===== src/rtl/ir_pkg.sv =====
// Shared types and constants for the NEC IR receiver: FSM state encoding,
// inclusive pulse-width windows (in 10 us ticks), command codes and the
// command-to-drive-mode lookup.
package ir_pkg;

    typedef enum logic [2:0] {
        S_IDLE,
        S_LEAD_LOW,
        S_LEAD_HIGH,
        S_BIT_LOW,
        S_BIT_HIGH,
        S_CHECK,
        S_REPEAT_STOP
    } ir_state_t;

    // Pulse windows, inclusive, measured in ticks.
    localparam logic [10:0] LEAD_LOW_MIN  = 11'd800;
    localparam logic [10:0] LEAD_LOW_MAX  = 11'd1000;
    localparam logic [10:0] LEAD_HIGH_MIN = 11'd400;
    localparam logic [10:0] LEAD_HIGH_MAX = 11'd500;
    localparam logic [10:0] REPEAT_MIN    = 11'd180;
    localparam logic [10:0] REPEAT_MAX    = 11'd270;
    localparam logic [10:0] BIT_LOW_MIN   = 11'd40;
    localparam logic [10:0] BIT_LOW_MAX   = 11'd72;
    localparam logic [10:0] BIT0_MIN      = 11'd40;
    localparam logic [10:0] BIT0_MAX      = 11'd72;
    localparam logic [10:0] BIT1_MIN      = 11'd140;
    localparam logic [10:0] BIT1_MAX      = 11'd200;

    // Remote command codes that select a drive mode.
    localparam logic [7:0] CMD_STOP    = 8'h1C;
    localparam logic [7:0] CMD_FORWARD = 8'h18;
    localparam logic [7:0] CMD_REVERSE = 8'h52;
    localparam logic [7:0] CMD_LEFT    = 8'h08;
    localparam logic [7:0] CMD_RIGHT   = 8'h5A;
    localparam logic [7:0] CMD_FOLLOW  = 8'h45;

    typedef struct packed {
        logic       hit;
        logic [2:0] mode;
    } cmd_map_t;

    // Map a command byte to a drive mode; hit=0 means "leave mode unchanged".
    function automatic cmd_map_t cmd_to_state(input logic [7:0] cmd);
        cmd_map_t r;
        r.hit  = 1'b1;
        r.mode = 3'd0;
        case (cmd)
            CMD_STOP:    r.mode = 3'd0;
            CMD_FORWARD: r.mode = 3'd1;
            CMD_REVERSE: r.mode = 3'd2;
            CMD_LEFT:    r.mode = 3'd3;
            CMD_RIGHT:   r.mode = 3'd4;
            CMD_FOLLOW:  r.mode = 3'd5;
            default:     r.hit  = 1'b0;
        endcase
        return r;
    endfunction

    // Inclusive window test on a phase count.
    function automatic logic in_window(input logic [10:0] t,
                                       input logic [10:0] lo,
                                       input logic [10:0] hi);
        return (t >= lo) && (t <= hi);
    endfunction

endpackage


===== src/rtl/ir_pulse_timer.sv =====
// Front end of the NEC receiver: 2-FF synchronizer, edge detector, tick
// prescaler and an 11-bit saturating phase counter that restarts on every
// edge of the synchronized IR line.
module ir_pulse_timer #(
    parameter int TICK_DIV = 500
) (
    input  logic        clk,
    input  logic        resend,
    input  logic        rxd,
    output logic        rise,
    output logic        fall,
    output logic [10:0] ticks
);

    logic        sync1;
    logic        sync2;
    logic        prev;
    logic [15:0] presc;
    logic        tick;

    assign tick = (presc == 16'(TICK_DIV - 1));
    assign fall = prev & ~sync2;
    assign rise = ~prev & sync2;

    // Synchronize the idle-high IR line; reset to 1 so no edge is faked.
    always_ff @(posedge clk) begin
        if (resend) begin
            sync1 <= 1'b1;
            sync2 <= 1'b1;
            prev  <= 1'b1;
        end else begin
            sync1 <= rxd;
            sync2 <= sync1;
            prev  <= sync2;
        end
    end

    // Free-running prescaler producing one tick every TICK_DIV clocks.
    always_ff @(posedge clk) begin
        if (resend || tick) begin
            presc <= 16'd0;
        end else begin
            presc <= presc + 16'd1;
        end
    end

    // Phase length in ticks; cleared on any edge, held at 2047 when stalled.
    always_ff @(posedge clk) begin
        if (resend || rise || fall) begin
            ticks <= 11'd0;
        end else if (tick && (ticks != 11'h7FF)) begin
            ticks <= ticks + 11'd1;
        end
    end

endmodule


===== src/rtl/nec_ir_receiver.sv =====
// NEC IR frame decoder. Measures low/high phase widths of the synchronized
// IR line, shifts 32 data bits LSB-first, validates the complement bytes and
// publishes address/command, drive mode and a toggle flag. Repeat frames
// raise repeat_pulse only after a valid code has been seen.
// Build option: define NEC_STRICT_CHECK_EN to also require the address
// complement byte; otherwise the address byte is accepted unverified
// (extended-NEC remotes).
module nec_ir_receiver
    import ir_pkg::*;
#(
    parameter int TICK_DIV      = 500,
    parameter int TIMEOUT_TICKS = 1100
) (
    input  logic       clk,
    input  logic       resend,
    input  logic       IRDA_RXD,
    output logic       code_valid,
    output logic       repeat_pulse,
    output logic [7:0] ir_addr,
    output logic [7:0] ir_cmd,
    output logic [2:0] state_control,
    output logic       toggle,
    output logic       frame_error
);

    logic        rise;
    logic        fall;
    logic [10:0] ticks;

    ir_state_t   state;
    ir_state_t   state_next;
    logic [31:0] sr;
    logic [4:0]  bit_idx;
    logic        have_code;

    logic        timeout;
    logic        frame_ok;
    cmd_map_t    cmd_map;

    // Actions decoded from the current state and edge events.
    logic        abort;
    logic        accept;
    logic        rep_ok;
    logic        shift_en;
    logic        shift_bit;
    logic        clr_idx;

    ir_pulse_timer #(
        .TICK_DIV (TICK_DIV)
    ) u_timer (
        .clk    (clk),
        .resend (resend),
        .rxd    (IRDA_RXD),
        .rise   (rise),
        .fall   (fall),
        .ticks  (ticks)
    );

    assign timeout = (state != S_IDLE) && (ticks >= 11'(TIMEOUT_TICKS));
    assign cmd_map = cmd_to_state(sr[23:16]);

`ifdef NEC_STRICT_CHECK_EN
    assign frame_ok = (sr[31:24] == ~sr[23:16]) && (sr[15:8] == ~sr[7:0]);
`else
    // Address complement byte is intentionally ignored in this build.
    logic sr_unused;
    assign sr_unused = ^sr[15:8];
    assign frame_ok  = (sr[31:24] == ~sr[23:16]);
`endif

    // FSM state register.
    always_ff @(posedge clk) begin
        if (resend) begin
            state <= S_IDLE;
        end else begin
            state <= state_next;
        end
    end

    // Next-state logic: advance on the edge that ends each measured phase.
    always_comb begin
        state_next = state;
        case (state)
            S_IDLE: begin
                if (fall) state_next = S_LEAD_LOW;
            end
            S_LEAD_LOW: begin
                if (timeout) state_next = S_IDLE;
                else if (rise)
                    state_next = in_window(ticks, LEAD_LOW_MIN, LEAD_LOW_MAX) ? S_LEAD_HIGH : S_IDLE;
            end
            S_LEAD_HIGH: begin
                if (timeout) state_next = S_IDLE;
                else if (fall) begin
                    if (in_window(ticks, LEAD_HIGH_MIN, LEAD_HIGH_MAX))   state_next = S_BIT_LOW;
                    else if (in_window(ticks, REPEAT_MIN, REPEAT_MAX))    state_next = S_REPEAT_STOP;
                    else                                                  state_next = S_IDLE;
                end
            end
            S_BIT_LOW: begin
                if (timeout) state_next = S_IDLE;
                else if (rise)
                    state_next = in_window(ticks, BIT_LOW_MIN, BIT_LOW_MAX) ? S_BIT_HIGH : S_IDLE;
            end
            S_BIT_HIGH: begin
                if (timeout) state_next = S_IDLE;
                else if (fall) begin
                    if (in_window(ticks, BIT0_MIN, BIT0_MAX) || in_window(ticks, BIT1_MIN, BIT1_MAX))
                        state_next = (bit_idx == 5'd31) ? S_CHECK : S_BIT_LOW;
                    else
                        state_next = S_IDLE;
                end
            end
            S_CHECK: begin
                state_next = S_IDLE;
            end
            S_REPEAT_STOP: begin
                if (timeout || rise) state_next = S_IDLE;
            end
            default: state_next = S_IDLE;
        endcase
    end

    // Action decode: aborts, bit shifts, frame acceptance and repeat hits.
    always_comb begin
        abort     = 1'b0;
        accept    = 1'b0;
        rep_ok    = 1'b0;
        shift_en  = 1'b0;
        shift_bit = 1'b0;
        clr_idx   = 1'b0;
        case (state)
            S_LEAD_LOW: begin
                if (timeout) abort = 1'b1;
                else if (rise && !in_window(ticks, LEAD_LOW_MIN, LEAD_LOW_MAX)) abort = 1'b1;
            end
            S_LEAD_HIGH: begin
                if (timeout) abort = 1'b1;
                else if (fall) begin
                    if (in_window(ticks, LEAD_HIGH_MIN, LEAD_HIGH_MAX)) clr_idx = 1'b1;
                    else if (!in_window(ticks, REPEAT_MIN, REPEAT_MAX)) abort = 1'b1;
                end
            end
            S_BIT_LOW: begin
                if (timeout) abort = 1'b1;
                else if (rise && !in_window(ticks, BIT_LOW_MIN, BIT_LOW_MAX)) abort = 1'b1;
            end
            S_BIT_HIGH: begin
                if (timeout) abort = 1'b1;
                else if (fall) begin
                    if (in_window(ticks, BIT0_MIN, BIT0_MAX)) begin
                        shift_en = 1'b1;
                    end else if (in_window(ticks, BIT1_MIN, BIT1_MAX)) begin
                        shift_en  = 1'b1;
                        shift_bit = 1'b1;
                    end else begin
                        abort = 1'b1;
                    end
                end
            end
            S_CHECK: begin
                if (frame_ok) accept = 1'b1;
                else          abort  = 1'b1;
            end
            S_REPEAT_STOP: begin
                if (timeout) abort = 1'b1;
                else if (rise && have_code && in_window(ticks, BIT_LOW_MIN, BIT_LOW_MAX)) rep_ok = 1'b1;
            end
            default: ;
        endcase
    end

    // Data shift register and bit index; bits arrive LSB-first.
    always_ff @(posedge clk) begin
        if (resend) begin
            sr      <= 32'd0;
            bit_idx <= 5'd0;
        end else begin
            if (clr_idx) begin
                bit_idx <= 5'd0;
            end else if (shift_en) begin
                sr      <= {shift_bit, sr[31:1]};
                bit_idx <= bit_idx + 5'd1;
            end
        end
    end

    // Registered outputs: pulses and the data they qualify update together.
    always_ff @(posedge clk) begin
        if (resend) begin
            code_valid    <= 1'b0;
            repeat_pulse  <= 1'b0;
            frame_error   <= 1'b0;
            ir_addr       <= 8'd0;
            ir_cmd        <= 8'd0;
            state_control <= 3'd0;
            toggle        <= 1'b0;
            have_code     <= 1'b0;
        end else begin
            code_valid   <= accept;
            repeat_pulse <= rep_ok;
            frame_error  <= abort;
            if (accept) begin
                ir_addr   <= sr[7:0];
                ir_cmd    <= sr[23:16];
                toggle    <= ~toggle;
                have_code <= 1'b1;
                if (cmd_map.hit) state_control <= cmd_map.mode;
            end
            if (abort) have_code <= 1'b0;
        end
    end

endmodule


===== config.mk =====
export PLATFORM = sky130hd
export DESIGN_NAME = nec_ir_receiver
export DESIGN_NICKNAME = d
export VERILOG_FILES = /design/src/rtl/ir_pkg.sv /design/src/rtl/ir_pulse_timer.sv /design/src/rtl/nec_ir_receiver.sv
export SDC_FILE = /design/constraint.sdc
export NUM_CORES = 1
export LEC_CHECK = 0
export ABC_CLOCK_PERIOD_IN_PS = 2000
export CORE_AREA = 2 2 93 95
export DETAILED_ROUTE_END_ITERATION = 10
export DIE_AREA = 0 0 95 97
export GPL_ROUTABILITY_DRIVEN = 0
export GPL_TIMING_DRIVEN = 0
export PLACE_DENSITY = 0.76
export SYNTH_ARGS = -nofsm -noshare
export SYNTH_HDL_FRONTEND = slang
export SYNTH_SLANG_ARGS = --single-unit

===== constraint.sdc =====
create_clock -name clk -period 2 [get_ports clk]
set_input_delay 0.2 -clock clk [delete_from_list [all_inputs] [get_ports clk]]
set_output_delay 0.2 -clock clk [all_outputs]
set_load 0.005 [all_outputs]

==> impl_summary.txt <==
----------------------------------------------------
[Yosys]
  Xor and xnor fraction of the mapped netlist area ... 0.06327
  Summed instance area of the synthesized netlist ... 0.004292 sq mm
  Synth Instances ... 522
  Area share of fa/ha/maj cells after synthesis ... 0.01458
  Number of enable flip-flop cells after synthesis ... 0
  Portion of synthesized cell area occupied by the leading cell type ... 0.4385
  Share of async-settable or async-resettable flops after synthesis ... 0
  Total nets after synthesis ... 530
  Main combinational cell family by area after synthesis ... simple AND/OR/NAND/NOR gates
  Main area contributors after synthesis ... sky130_fd_sc_hd__dfxtp_1 (44%), sky130_fd_sc_hd__nand2_1 (7.9%), sky130_fd_sc_hd__nor2_1 (5.7%)
  #FFs+latches synth ... 94
  Cell accounting for the most synthesized area ... sky130_fd_sc_hd__dfxtp_1
  Number of synthesis warnings ... 0
  Fraction of the mapped netlist area in compound gates ... 0.1242
  Sequential cell area fraction in the yosys report ... 0.4385
  Simple-gate area share of the yosys netlist ... 0.2636
  Synthesized area divided by synthesized cell count ... 8.221 sq um
  Multiplexer fraction of the synthesized cell area ... 0.04431
  Leading cell type by number of instances after synthesis ... sky130_fd_sc_hd__dfxtp_1
  Commonest cells in the synthesized netlist ... sky130_fd_sc_hd__dfxtp_1 (94), sky130_fd_sc_hd__nand2_1 (90), sky130_fd_sc_hd__nor2_1 (65), sky130_fd_sc_hd__a21oi_1 (46)
  Number of different library cells in the post-synthesis netlist ... 56
  Top flip-flop cell by instance count after synthesis ... sky130_fd_sc_hd__dfxtp_1

[Power]
  Switching power total ... 800.6 uW
  Reg power frac ... 0.590
  VDD IR-drop max ... 464.9 uV
  P_leak ... 1.822 nW
  Proportion of total power due to net switching ... 0.2505
  Areal power density over the cells ... 623.5 mW/mm^2
  Clock share of power ... 0.386
  Total power after layout ... 3.196 mW
  Portion of total power attributed to combinational logic ... 0.023
  Internal power contribution ... 2.396 mW

[Floorplanning]
  Io pins ... 26
  Core Area ... 0.008134 sq mm
  Die outline width ... 95 um
  Die height ... 97 um
  Die Area ... 0.009215 sq mm
  Initial Util ... 0.5276
  Site Rows ... 33

[Critical path]
  WS Path Type ... reg -> reg
  Cell with the most instances on the worst path ... sky130_fd_sc_hd__nor2_1
  CP startpoint kind ... flop
  CP max stage cell ... sky130_fd_sc_hd__or4_4
  Critical path endpoint category ... flop
  CP bufs+invs ... 1
  Number of cells on the worst reg-to-reg path ... 6
  Largest fanout of any net on the critical path ... 6
  Worst setup slack for register-to-register paths ... 0.03 ns
  Cell family with the largest share of critical-path delay ... simple AND/OR/NAND/NOR gates
  Worst endpoint required time ... 2.24 ns
  Cells traversed along the worst timing path ... or4_4, a2111o_1, buf_6, nor2_1, xnor2_1, nor2_1
  Critical path depth in cells ... 6
  Data arrival at the endpoint of the critical path ... 2.21 ns
  Slowest cell delay on critical path ... 0.53 ns

[Clocking]
  Clock tree root buffer cell ... sky130_fd_sc_hd__clkbuf_8
  CTS tree ... yes
  Clock Path Buffers ... 2
  Register clock-pin slew on the reported worst setup and hold paths ... 0.10 ns
  H-tree lvl count ... 3
  Clock insertion delay at the later pin of the skew report ... 0.37 ns
  Total CTS buffers ... 9
  Count of clock tree sinks ... 94

[Global routing]
  Total track usage ... 0.2065
  Wire length of the first global-routing pass ... 15530 um
  Overflow left after global routing ... 0
  Largest net degree at the start of global routing ... 20
  Initial antenna violation count ... 0
  Number of global-route vias before repair ... 3457

[Cells and area]
  Fraction of layout cells with a size suffix above 1 ... 0.1602
  Post-Route Utilization ... 0.6302
  Area Overhead vs Synth ... 19.45%
  Final layout net count ... 571
  Total inserted antenna cells ... 0

[Timing]
  Slew headroom ... 0.6803
  RSZ-0062 raised after global routing ... yes
  Slew at the pin closest to its max-slew limit ... 0.4796 ns
  Final Max Slew Viols ... 0
  Highest Clock Rate ... 507.5 MHz
  Final Hold Vio Count ... 0
  Final critical-path required period ... 1.971 ns
  Worst Clk Skew ... 0.008638 ns
  Final critical-path share of the clock period ... 0.9853
  Number of setup violations in the final report ... 0

[Detailed routing]
  Detailed-route via count ... 3748
  Antenna-violating nets left ... 0
  Final routed wirelength across all metal layers ... 9105 um
  Detailed-route vias per instance ... 5.569
  Number of iterations in the first detailed-routing pass ... 4
  Average detailed-routed wire length per instance ... 13.53 um
  Number of DRC markers in iteration 0 ... 217
  Remaining DRCs ... 0

[Placement]
  Port bufs ... 24
  Placed wire-length estimate after detailed placement ... 6109 um

[Hold path]
  Class of the worst hold path ... in -> reg
  Number of cells traversed by the worst hold path ... 3

[Outcome]
  Status ... completed

[Flow run]
  Max cap viols ... 0

----------------------------------------------------
-- path summary, 6_finish.rpt --
check                         start                to
setup reg to reg  u_timer.presc[12]  u_timer.ticks[2]
hold reg to reg       u_timer.sync1     u_timer.sync2
setup / recovery  u_timer.presc[12]  u_timer.ticks[2]
hold / removal               resend  u_timer.ticks[3]
-- state kept, by name (all words and copies together), names as in the netlist --
register	count
toggle	1
have_code	1
ir_cmd	8
sr	32
u_timer.prev	1
bit_idx	5
ir_addr	8
u_timer.sync1	1
state	3
u_timer.presc	16
state_control	3
u_timer.sync2	1
frame_error	1
u_timer.ticks	11
repeat_pulse	1
code_valid	1
-- power groups by stage --
stage	Combinational, mW	Sequential [mW]	Clock, mW
finish	0.0744	1.89	1.24
global route	0.0832	1.89	1.35
CTS	0.0750	1.89	1.27
detailed placement	0.0709	1.93	0
global placement	0.0706	1.93	0
floorplan	0.0523	1.93	0
-- layer usage --
layer	global-route usage	share of wire	up-vias
li1	-	-	1857
met1	0.2552	0.43	1780
met2	0.3448	0.51	88
met3	0.03349	0.039	23
met4	0.1003	0.025	0
met5	0	0	-
-- metrics by stage --
| stage | cell area, sq um | std cells | worst slack [ns] | setup TNS, ns | hold WS, ns |
|---|---|---|---|---|---|
| 2_1_floorplan | 4292 | 522 | 0.06195 | 0 | 0.3038 |
| 3_3_place_gp | 4663 | 651 | -0.09856 | -2.319 | 0.4042 |
| 3_5_place_dp | 4663 | 651 | -0.1902 | -6.375 | 0.3997 |
| 4_1_cts | 4994 | 670 | 0.0004767 | 0 | 0.2484 |
| 5_1_grt | 5126 | 673 | -0.03154 | -0.3818 | 0.2806 |
| 6_report | 5126 | 673 | 0.02949 | 0 | 0.2575 |
-- cells by family after synthesis --
| logic type | Yosys count |
|---|---|
| buf+inv | 48 |
| fa+ha+maj | 5 |
| simple gates | 239 |
| compound gates | 86 |
| xor+xnor | 31 |
| flops | 94 |
| mux | 19 |
-- cells in the final DEF, fill, tap and decap left out, types with 12 or more instances in the layout --
cell type / instances
sky130_fd_sc_hd__nand2_1: 88
sky130_fd_sc_hd__dfxtp_1: 82
sky130_fd_sc_hd__nor2_1: 65
sky130_fd_sc_hd__a21oi_1: 44
sky130_fd_sc_hd__clkdlybuf4s50_1: 24
sky130_fd_sc_hd__buf_4: 21
sky130_fd_sc_hd__mux2i_1: 19
sky130_fd_sc_hd__xnor2_1: 18
sky130_fd_sc_hd__nor3_1: 15
sky130_fd_sc_hd__nand3_1: 14
sky130_fd_sc_hd__xor2_1: 13
sky130_fd_sc_hd__dfxtp_2: 12
-- timing repair --
item	in CTS	in global routing
endpoints found under the setup margin	68	62
pin swaps	5	11
buffers inserted	6	6
cloned	1	0
hold buffers	0	0
gates resized for setup	24	48
-- final cells by class --
class	count	area, sq um
Buffer	33	200.2
Sequential cell	94	1897
Inverter	8	30.03
Multi-Input combinational cell	380	2333
Tap cell	105	131.4
Fill cell	685	3008
Clock inverter	7	75.07
Clock buffer	9	123.9
Timing Repair Buffer	37	335.3
-- worst register-to-register path, stage by stage, from the launching register on --
cell and delay [ns]:
sky130_fd_sc_hd__dfxtp_2 0.33, sky130_fd_sc_hd__or4_4 0.53, sky130_fd_sc_hd__a2111o_1 0.50, sky130_fd_sc_hd__buf_6 0.19
sky130_fd_sc_hd__nor2_1 0.12, sky130_fd_sc_hd__xnor2_1 0.13, sky130_fd_sc_hd__nor2_1 0.05
(Power assumes the default switching activity.)
